[config.mk]
export PLATFORM = sky130hd
export DESIGN_NAME = sync_edge_filter
export DESIGN_NICKNAME = d
export VERILOG_FILES = /design/src/rtl/sync_edge_filter.sv
export SDC_FILE = /design/constraint.sdc
export NUM_CORES = 1
export LEC_CHECK = 0
export BUFFER_PORTS_ARGS = -buffer_cell sky130_fd_sc_hd__clkbuf_2
export CORE_MARGIN = 8
export CORE_UTILIZATION = 40
export CTS_BUF_LIST = sky130_fd_sc_hd__clkbuf_8
export DETAILED_ROUTE_END_ITERATION = 16
export GPL_TIMING_DRIVEN = 0
export HOLD_SLACK_MARGIN = 0.15
export SLEW_MARGIN = 10
export SYNTH_ARGS = -nofsm -noshare
export SYNTH_HDL_FRONTEND = slang
export SYNTH_SLANG_ARGS = --single-unit
[constraint.sdc]
create_clock -name clk_b -period 1.9 [get_ports clk_b]
set_input_delay 0.38 -clock clk_b [delete_from_list [all_inputs] [get_ports clk_b]]
set_output_delay 0.38 -clock clk_b [all_outputs]
set_load 0.01 [all_outputs]
[src/rtl/sync_edge_filter.sv]
// sync_edge_filter: debounce a synchronized level, pulse on accepted edges, count edges (glitch counter under SYNC_EDGE_FILTER_GLITCH_CNT_EN)
module sync_edge_filter #(
    parameter int STABLE_CYCLES = 3,
    parameter int CNT_W = 8
) (
    input  logic             clk_b,
    input  logic             rst,
    input  logic             sig_in,
    input  logic             clr_cnt,
    output logic             sig_filt,
    output logic             rise_pulse,
    output logic             fall_pulse,
    output logic [CNT_W-1:0] edge_cnt,
    output logic [CNT_W-1:0] glitch_cnt
);
    localparam logic [0:0] ST_STABLE = 1'b0;
    localparam logic [0:0] ST_PEND   = 1'b1;
    localparam logic [7:0] STAB_LAST = 8'(STABLE_CYCLES - 1);
    logic [0:0] state;
    logic [7:0] stab_cnt;
    logic       diff;
    logic       accept;
    // a new level is accepted once it has been seen STABLE_CYCLES edges in a row
    always_comb begin
        diff   = sig_in ^ sig_filt;
        accept = diff && (state == ST_PEND ? stab_cnt == STAB_LAST : STABLE_CYCLES == 1);
    end
    // track how long the differing level has persisted
    always_ff @(posedge clk_b or posedge rst) begin
        if (rst) begin
            state    <= ST_STABLE;
            stab_cnt <= 8'd0;
        end else begin
            state    <= (diff && !accept) ? ST_PEND : ST_STABLE;
            stab_cnt <= (diff && !accept) ? stab_cnt + 8'd1 : 8'd0;
        end
    end
    // filtered level and one-cycle edge pulses
    always_ff @(posedge clk_b or posedge rst) begin
        if (rst) begin
            sig_filt   <= 1'b0;
            rise_pulse <= 1'b0;
            fall_pulse <= 1'b0;
        end else begin
            sig_filt   <= accept ? sig_in : sig_filt;
            rise_pulse <= accept && sig_in;
            fall_pulse <= accept && !sig_in;
        end
    end
    // saturating accepted-edge counter; clear wins over a coincident increment
    always_ff @(posedge clk_b or posedge rst) begin
        if (rst)
            edge_cnt <= '0;
        else
            edge_cnt <= clr_cnt ? '0 : (accept && edge_cnt != '1) ? edge_cnt + CNT_W'(1) : edge_cnt;
    end
`ifdef SYNC_EDGE_FILTER_GLITCH_CNT_EN
    logic reject;
    assign reject = state == ST_PEND && !diff;
    // saturating count of pending levels that fell back before acceptance
    always_ff @(posedge clk_b or posedge rst) begin
        if (rst)
            glitch_cnt <= '0;
        else
            glitch_cnt <= clr_cnt ? '0 : (reject && glitch_cnt != '1) ? glitch_cnt + CNT_W'(1) : glitch_cnt;
    end
`else
    assign glitch_cnt = '0;
`endif
endmodule

==> summary.md, run 1 <==
| Metric | Value |
|---|---|
| Seq/Total Area, Yosys | `0.468` |
| Worst-path clk slew | `0.07 ns` |
| Critical path peak fanout | `10` |
| Number of flops mapped to enable cells by yosys | `0` |
| Mean Syn Cell Area | `between 10 and 15 sq um` |
| CTS Buf Count | `3` |
| Yosys reg bits | `20` |
| Yosys warning total | `0` |
| CTS Sinks | `20` |
| Initial Utilization | `0.427` |
| Die area | `4580 sq um` |
| Clk Latency, worst-skew pair | `0.26 ns` |
| Max transition margin | `0.476` |
| Final hold slack | `between 0.2 and 0.25 ns` |
| Rows | `18` |
| Max cap viols | `0` |
| Leakage power | `0.585 nW` |
| Yosys top cell area share | `0.468` |
| Final antenna-violating net count | `0` |
| Pins Over Slew Limit | `0` |
| Slew @ Worst Pin | `0.785 ns` |
| Async set-reset flop share out of synthesis | `1.00` |
| Worst Path Required | `2.03 ns` |
| RSZ-0062 raised after global routing | `false` |
| Share of cells above drive strength 1 | `0.272` |
| Arrival time at the worst endpoint | `1.93 ns` |
| Clk root buf | `clkbuf_8` |
| First-pass GRT wire length | `3680 microns` |
| Ys flop type | `dfrtp_1` |
| Port-buffer cells | `13` |
| Total number of vias | `~800` |
| Crit share post-route | `0.950` |
| Category of the worst setup path capture point | `flip-flop` |
| Post-layout min period | `1.80 ns` |
| DP Area | `1200 sq um` |
| DRT Wirelength | `around 2200 microns` |
| WL/cell | `13.9 microns` |
| 1st-iter DRT viols | `34` |
| Slowest stage delay, CP | `between 0.4 and 0.5 ns` |
| Ant diodes | `0` |
| First drt pass iteration count | `4` |
| CTS tree | `yes` |
| Worst ir drop on vdd | `0.000632 V` |
| # hold bufs at CTS | `0` |
| Path depth of the worst reg2reg path | `7` |
| Placer Congestion | `0.743` |
| Die Width | `67.7 microns` |
| H-Tree Depth | `1` |
| Final setup violation count | `0` |
| Initial antenna violation count | `0` |
| Max Clock Skew | `between 0.006 and 0.007 ns` |
| Critical setup path kind | `reg2reg` |
| Vias per cell | `5.14` |
| Critical Path Start Type | `flip-flop` |
| Grt total ovfl | `0` |
| Status | `completed` |
| Post-route cell area | `1250 sq um` |
| CTS max path bufs | `2` |
| Yosys cell types | `32` |
| TNS Setup | `0 ns` |
| Area delta synth->final | `17.0%` |
| GRT Util Overall | `0.104` |
| Ports | `23` |
| Most common cell after layout, fill and taps aside | `dfrtp_1` |
| # Post-CTS Setup Buffers | `0` |
| Crit-path slowest cell | `dfrtp_2` |
| Worst-path cell chain | `inv_1 > ha_1 > and4bb_2 > nand3_4 > clkbuf_8 > o41ai_1 > a21oi_1` |
| Mapped Area | `1070 sq um` |
| DPL Wire Length | `roughly 1600 microns` |
| Core area | `2500 sq um` |
| Final nets | `134` |
| Vias in the first global route | `slightly below 800` |
| Largest net degree at the start of global routing | `21` |
| Power, Total | `between 0.001 and 0.0015 W` |
| # DRC | `0` |
| Commonest cells after routing, fill and taps aside | `19 x dfrtp_1, 13 x clkbuf_2` |
| PostCTS Resize Cnt | `0` |
| Synth top area cells | `dfrtp_1 47%, buf_4 5.6%, xor2_1 4.1%` |
| Flop-to-flop setup slack | `0.1 ns` |
| Post-synthesis instance total | `102` |
| PD cells | `about 840 nW/um^2` |
| Cell taking the most area after synthesis | `dfrtp_1` |
| Die height | `67.7 microns` |
| Hold Vio Cnt, Final | `0` |
| Min-Delay Path Class | `in2async` |
| F_max | `554 MHz` |
Yosys cell counts, types with 2 or more instances:
cell	number
o41ai_1	2
o31ai_1	3
xnor2_1	2
and2_1	2
nand3_1	8
xor2_1	5
o21ai_0	2
ha_1	3
inv_1	4
nor3b_1	2
dfrtp_1	20
nand4_1	2
nor2_1	8
buf_4	8
or4_1	5
nand2_1	4
a21oi_1	7
critical path, delay by kind of cell (launching register included):
| family | cells | cell delay, ns |
|---|---|---|
| AOI/OAI and AO/OA | 2 | 0.45 |
| buffers and inverters | 2 | 0.25 |
| DFF | 1 | 0.44 |
| adders and majority gates | 1 | 0.13 |
| and+or+nand+nor | 2 | 0.40 |
cell families (layout without fill, tap and decap cells):
| logic type | count (synthesis) | in the layout | share of synthesized area |
|---|---|---|---|
| buffers and inverters | 15 | 31 | 0.103 |
| adders and majority gates | 3 | 3 | 0.0351 |
| DFF | 20 | 20 | 0.468 |
| AOI/OAI and AO/OA | 15 | 15 | 0.0878 |
| muxes | 1 | 1 | 0.0105 |
| other | 1 | 8 | 0.00351 |
| and+or+nand+nor | 40 | 40 | 0.234 |
| xor gates and xnor gates | 7 | 7 | 0.0574 |
final cells by class:
| cell class | instances | area [sq um] |
|---|---|---|
| multi-input combinational | 74 | 494 |
| sequential | 20 | 502 |
| timing repair buffer | 13 | 65.1 |
| clock buffer | 3 | 41.3 |
| inverter | 4 | 15.0 |
| fill | 241 | 1250 |
| buffer | 11 | 95.1 |
| tap | 30 | 37.5 |
path summary, 6_finish.rpt:
| check | start | endpoint |
|---|---|---|
| hold / removal | rst | stab_cnt[3] |
| setup / recovery | stab_cnt[0] | edge_cnt[7] |
| hold reg to reg | stab_cnt[0] | stab_cnt[0] |
| setup reg to reg | stab_cnt[0] | edge_cnt[7] |
| max in group asynchronous | rst | stab_cnt[0] |
| min in group clk_b | sig_in | fall_pulse |
metrics by stage:
stage / worst slack (ns) / std cells / util
global route: 0.0140 / 155 / 0.500
global placement: 0.0845 / 152 / 0.479
detailed placement: 0.0698 / 152 / 0.479
floorplan: 0.174 / 109 / -
finish: 0.0955 / 155 / 0.500
CTS: 0.0498 / 155 / 0.495
routing by layer:
metal / share of wire / up-vias / track usage
li1: - / 394 / -
met1: 0.43 / 381 / 0.116
met2: 0.49 / 20 / 0.176
met3: 0.073 / 2 / 0.0381
met4: 0.0037 / 0 / 0.0392
met5: 0 / - / 0
power breakdown:
part           switching, W  leakage [nW]  internal (W)
logic              0.000146         0.292      0.000101
clock network      0.000132        0.0216      0.000141
registers         0.0000546         0.271      0.000479
total              0.000333         0.585      0.000721
sequential cells by signal, indices dropped and copies added (netlist names):
register	flops
edge_cnt	8
fall_pulse	1
rise_pulse	1
sig_filt	1
stab_cnt	8
state	1
Power figures use the tool's default switching activity.
==> run 2, diff against run 1 <==
- CTS_BUF_LIST: sky130_fd_sc_hd__clkbuf_8 -> default
==> summary.md, run 2 (synthesis results as in run 1) <==
| Metric | Value |
|---|---|
| Met1 wire length | `938 microns (was 926 microns)` |
| PD cells | `796 nW/um^2 (was 843 nW/um^2)` |
| Rows | `18 (unchanged)` |
| # Post-CTS Setup Buffers | `0 (unchanged)` |
| Vias per cell | `5.18 (was 5.14)` |
| Status | `completed (unchanged)` |
| Placed cell count | `152 (unchanged)` |
| First-pass GRT wire length | `3610 microns (was 3680 microns)` |
| Final setup violation count | `0 (unchanged)` |
| Vias in the first global route | `769 (was 780)` |
| Critical setup path kind | `reg2reg (unchanged)` |
| Pins Over Slew Limit | `0 (unchanged)` |
| CP bufs+invs | `1 (was 2)` |
| Placer Congestion | `0.743 (unchanged)` |
| Worst ir drop on vdd | `0.000583 V (was 0.000632 V)` |
| DRT Wirelength | `2130 microns (was 2150 microns)` |
| Largest net degree at the start of global routing | `21 (unchanged)` |
| Initial Utilization | `0.427 (unchanged)` |
| GRT Util Overall | `0.103 (was 0.104)` |
| Worst R2R Start | `edge_cnt[0] (was stab_cnt[0])` |
| DPL Wire Length | `1580 microns (unchanged)` |
| TNS Setup | `0 ns (unchanged)` |
| Max transition margin | `0.493 (was 0.476)` |
| Delay-heaviest family, CP | `simple AND/OR/NAND/NOR gates (was compound AO/OA/AOI/OAI gates)` |
| Critical path peak fanout | `10 (unchanged)` |
| Initial antenna violation count | `0 (unchanged)` |
| Final WS setup | `0.0606 ns (was 0.0955 ns)` |
| Met2 WL | `1010 microns (was 1060 microns)` |
| WL/cell | `13.7 microns (was 13.9 microns)` |
| Worst-path cell chain | `ha_1 > nand3_1 > nor2_1 > clkdlybuf4s15_2 > or4_1 > a21oi_1 (was inv_1 > ha_1 > and4bb_2 > nand3_4 > clkbuf_8 > o41ai_1 > a21oi_1)` |
| Post-layout min period | `1.84 ns (was 1.80 ns)` |
| Core area | `2500 sq um (unchanged)` |
| Die Width | `67.7 microns (unchanged)` |
| Critical Path Start Type | `flip-flop (unchanged)` |
| Hold Vio Cnt, Final | `0 (unchanged)` |
| Slew @ Worst Pin | `0.760 ns (was 0.785 ns)` |
| Max Clock Skew | `0.00970 ns (was 0.00668 ns)` |
| Category of the worst setup path capture point | `flip-flop (unchanged)` |
| RSZ-0062 raised after global routing | `false (unchanged)` |
| Reg2reg end | `edge_cnt[3] (was edge_cnt[7])` |
| CTS max path bufs | `2 (unchanged)` |
| Crit share post-route | `0.968 (was 0.950)` |
| Die area | `4580 sq um (unchanged)` |
| Area delta synth->final | `15.1% (was 17.0%)` |
| Slowest stage delay, CP | `0.48 ns (was 0.44 ns)` |
| CTS Buf Count | `3 (unchanged)` |
| # DRC | `0 (unchanged)` |
| Post-route cell area | `1230 sq um (was 1250 sq um)` |
| Total number of vias | `803 (was 797)` |
| Crit-path slowest cell | `or4_1 (was dfrtp_2)` |
| Ports | `23 (unchanged)` |
| Die height | `67.7 microns (unchanged)` |
| F_max | `544 MHz (was 554 MHz)` |
| Stages on worst setup path | `6 (was 7)` |
| Dpl ws | `0.0698 ns (unchanged)` |
| Most common cell after layout, fill and taps aside | `dfrtp_1 (unchanged)` |
| Largest registers | `edge_cnt x8, stab_cnt x8 (unchanged)` |
| Ant diodes | `0 (unchanged)` |
| Crit path launch | `edge_cnt[0] (was stab_cnt[0])` |
| H-Tree Depth | `1 (unchanged)` |
| Arrival time at the worst endpoint | `2.07 ns (was 1.93 ns)` |
| Final hold slack | `0.182 ns (was 0.245 ns)` |
| Filler cell count | `242 (was 241)` |
| First drt pass iteration count | `4 (unchanged)` |
| Share of cells above drive strength 1 | `0.272 (unchanged)` |
| Worst-path clk slew | `0.11 ns (was 0.07 ns)` |
| Leakage power | `0.578 nW (was 0.585 nW)` |
| Clk root buf | `clkbuf_4 (was clkbuf_8)` |
| Worst Path Required | `2.13 ns (was 2.03 ns)` |
| Top sig layer | `met4 (unchanged)` |
| Max cap viols | `0 (unchanged)` |
| Final nets | `134 (unchanged)` |
| CTS tree | `yes (unchanged)` |
| # hold bufs at CTS | `0 (unchanged)` |
| Met3 wire len | `150 microns (was 158 microns)` |
| CTS Sinks | `20 (unchanged)` |
| Path depth of the worst reg2reg path | `6 (was 7)` |
| Port-buffer cells | `13 (unchanged)` |
| Commonest cells after routing, fill and taps aside | `18 x dfrtp_1, 13 x clkbuf_2 (was 19 x dfrtp_1, 13 x clkbuf_2)` |
| Grt total ovfl | `0 (unchanged)` |
| Flop-to-flop setup slack | `0.06 ns (was 0.1 ns)` |
| Min-Delay Path Class | `in2async (unchanged)` |
| Finished Layout Cells | `155 (unchanged)` |
| DP Area | `1200 sq um (unchanged)` |
| Final antenna-violating net count | `0 (unchanged)` |
| PostCTS Resize Cnt | `0 (unchanged)` |
| Clk Latency, worst-skew pair | `0.30 ns (was 0.26 ns)` |
| 1st-iter DRT viols | `49 (was 34)` |
-- run 2: cell counts in the layout (fill, tap and decap cells not counted) --
Identical to the previous run, type by type.
-- run 2: stage by stage --
stage / utilization / total power (W)
floorplan: - / 0.000714
global placement: 0.479 / 0.000778
detailed placement: 0.479 / 0.000784
CTS: 0.488 / 0.000986
global route: 0.492 / 0.00106
finish: 0.492 / 0.000978
-- run 2: layer usage --
layer / up-vias / track usage
li1: 396 / -
met1: 383 / 0.114
met2: 20 / 0.169
met3: 4 / 0.0430
met4: 0 / 0.0496
met5: - / 0
-- run 2: cell type report --
class	count	area, sq um	area share
sequential	20	503	0.409
multi-input combinational	74	492	0.400
buffer	11	95.1	0.0773
timing repair buffer	13	65.1	0.0529
tap	30	37.5	0.0305
clock buffer	3	22.5	0.0183
inverter	4	15.0	0.0122
-- run 2: worst max path at each step --
stage	endpoint	slack, ns
final	edge_cnt[3]	0.06
after detailed placement	edge_cnt[7]	0.07
after CTS	edge_cnt[3]	0.04
after global placement	edge_cnt[7]	0.08
after floorplan	edge_cnt[3]	0.17
after global routing	edge_cnt[3]	0.003
-- run 2: where the power goes --
group | internal [W] | switching (W) | total, W
registers | 0.000479 | 0.0000546 | 0.000534
logic | 0.000101 | 0.000146 | 0.000247
clock network | 0.0000738 | 0.000124 | 0.000197
==> run 3, diff against run 2 <==
- BUFFER_PORTS_ARGS: -buffer_cell sky130_fd_sc_hd__clkbuf_2 -> -buffer_cell sky130_fd_sc_hd__buf_2
- GPL_TIMING_DRIVEN: 0 -> default
==> summary.md, run 3 (synthesis results as in run 1) <==
| Metric | Value |
|---|---|
| Status | `completed (unchanged)` |
| CTS Sinks | `20 (unchanged)` |
| Vias per cell | `5.30 (was 5.18)` |
| Min-Delay Path Class | `in2reg (was in2async)` |
| Filler cell count | `225 (was 242)` |
| Power, Total | `0.00105 W (was 0.000978 W)` |
| GRT Util Overall | `0.106 (was 0.103)` |
| CTS tree | `yes (unchanged)` |
| Initial Utilization | `0.427 (unchanged)` |
| Total number of vias | `801 (was 803)` |
| Ports | `23 (unchanged)` |
| Slew @ Worst Pin | `0.561 ns (was 0.760 ns)` |
| RSZ-0062 raised after global routing | `false (unchanged)` |
| Port-buffer cells | `14 (was 13)` |
| Hold Vio Cnt, Final | `0 (unchanged)` |
| Final nets | `129 (was 134)` |
| Area delta synth->final | `11.5% (was 15.1%)` |
| Dpl ws | `0.103 ns (was 0.0698 ns)` |
| Post-layout min period | `1.78 ns (was 1.84 ns)` |
| Largest net degree at the start of global routing | `21 (unchanged)` |
| Multi-input logic area | `492 sq um (unchanged)` |
| Max cap viols | `0 (unchanged)` |
| DRT Wirelength | `2130 microns (about the same)` |
| Die Width | `67.7 microns (unchanged)` |
| Pins Over Slew Limit | `0 (unchanged)` |
| Critical path peak fanout | `11 (was 10)` |
| Most common cell after layout, fill and taps aside | `dfrtp_1 (unchanged)` |
| TNS Setup | `0 ns (unchanged)` |
| Ant diodes | `0 (unchanged)` |
| # Post-CTS Setup Buffers | `0 (unchanged)` |
| Largest registers | `edge_cnt x8, stab_cnt x8 (unchanged)` |
| Leakage power | `0.564 nW (was 0.578 nW)` |
| Register Area | `500 sq um (was 503 sq um)` |
| GRT Max-Usage Layer | `met2 (unchanged)` |
| # DRC | `0 (unchanged)` |
| Clk Latency, worst-skew pair | `0.31 ns (was 0.30 ns)` |
| Critical setup path kind | `reg2reg (unchanged)` |
| WL/cell | `14.1 microns (was 13.7 microns)` |
| Final antenna-violating net count | `0 (unchanged)` |
| Vias in the first global route | `808 (was 769)` |
| PD cells | `882 nW/um^2 (was 796 nW/um^2)` |
| Die height | `67.7 microns (unchanged)` |
| Worst-path clk slew | `0.12 ns (was 0.11 ns)` |
| Critical Path Start Type | `flip-flop (unchanged)` |
| 1st-iter DRT viols | `44 (was 49)` |
| Share of cells above drive strength 1 | `0.223 (was 0.272)` |
| F_max | `560 MHz (was 544 MHz)` |
| Met3 usage | `0.0414 (was 0.0430)` |
| Category of the worst setup path capture point | `flip-flop (unchanged)` |
| Max transition margin | `0.625 (was 0.493)` |
| Worst Path Required | `2.14 ns (was 2.13 ns)` |
| First-pass GRT wire length | `3770 microns (was 3610 microns)` |
| Grt total ovfl | `0 (unchanged)` |
| Placer Congestion | `0.798 (was 0.743)` |
| Final setup violation count | `0 (unchanged)` |
| CTS Buf Count | `3 (unchanged)` |
| Routing usage on met1 | `0.120 (was 0.114)` |
| Worst ir drop on vdd | `0.000525 V (was 0.000583 V)` |
| CTS max path bufs | `2 (unchanged)` |
| Core area | `2500 sq um (unchanged)` |
| Rows | `18 (unchanged)` |
| Flop-to-flop setup slack | `0.12 ns (was 0.06 ns)` |
| Crit share post-route | `0.939 (was 0.968)` |
| Core Util, Final | `0.476 (was 0.492)` |
| First drt pass iteration count | `4 (unchanged)` |
| DPL Wire Length | `1550 microns (was 1580 microns)` |
| Met2 Use GR | `0.179 (was 0.169)` |
| H-Tree Depth | `1 (unchanged)` |
| Die area | `4580 sq um (unchanged)` |
| Arrival time at the worst endpoint | `2.03 ns (was 2.07 ns)` |
| Max Clock Skew | `0.0156 ns (was 0.00970 ns)` |
| Commonest cells after routing, fill and taps aside | `20 x dfrtp_1, 14 x buf_2, 8 x nand3_1, 8 x nor2_1, 8 x conb_1 (was 18 x dfrtp_1, 13 x clkbuf_2)` |
| Initial antenna violation count | `0 (unchanged)` |
| Clk root buf | `clkbuf_4 (unchanged)` |
| Final WS setup | `0.115 ns (was 0.0606 ns)` |
[run 3: changes by cell type in the layout (fill, tap and decap cells not counted), sizes merged]
cell,previous run,this run
buf,8,18
dlygate4sd3,0,1
clkdlybuf4s15,1,0
clkdlybuf4s25,1,0
clkbuf,17,4
[run 3: cell type report]
class,count,share of cell area
Timing Repair Buffer,19,0.0924
Sequential cell,20,0.420
Multi-Input combinational cell,74,0.413
Clock buffer,4,0.0305
Tap cell,30,0.0315
Inverter,4,0.0126
[run 3: worst paths after layout]
| check | startpoint | endpoint | cells past startpoint |
|---|---|---|---|
| max | stab_cnt[2] | edge_cnt[6] | 4 |
| min | sig_in | fall_pulse | 2 |
| max reg2reg | stab_cnt[2] | edge_cnt[6] | 4 |
| min reg2reg | sig_filt | rise_pulse | 1 |
| max in group asynchronous | rst | stab_cnt[0] | 4 |
| min in group asynchronous | rst | edge_cnt[6] | 4 |
[run 3: stage by stage]
stage	hold slack [ns]	area, sq um	cells
floorplan	0.344	1090	109
detailed placement	0.424	1140	146
finish	0.280	1190	151
global placement	0.413	1140	146
global route	0.266	1190	151
CTS	0.267	1180	151
[run 3: power breakdown]
group,internal [W],switching (W)
clock,0.000117,0.000133
combinational,0.000116,0.000163
sequential,0.000477,0.0000450
total,0.000710,0.000341
[run 3: per-layer routing]
metal  wire, microns  vias to the layer above
li1                -                      386
met1             913                      391
met2            1040                       22
met3             156                        2
met4              17                        0
met5               0                        -
[run 3: worst max-delay path, stage by stage (launching register included)]
cell	delay, ns
dfrtp_1	0.46
nor4_4	0.40
nand3_4	0.18
or4_1	0.53
a21oi_1	0.16
[run 3: timing repair]
item	CTS	global route
gates resized for setup	0	1
hold buffers	1	0
hold endpoints to repair	20	0
endpoints found under the setup margin	0	1
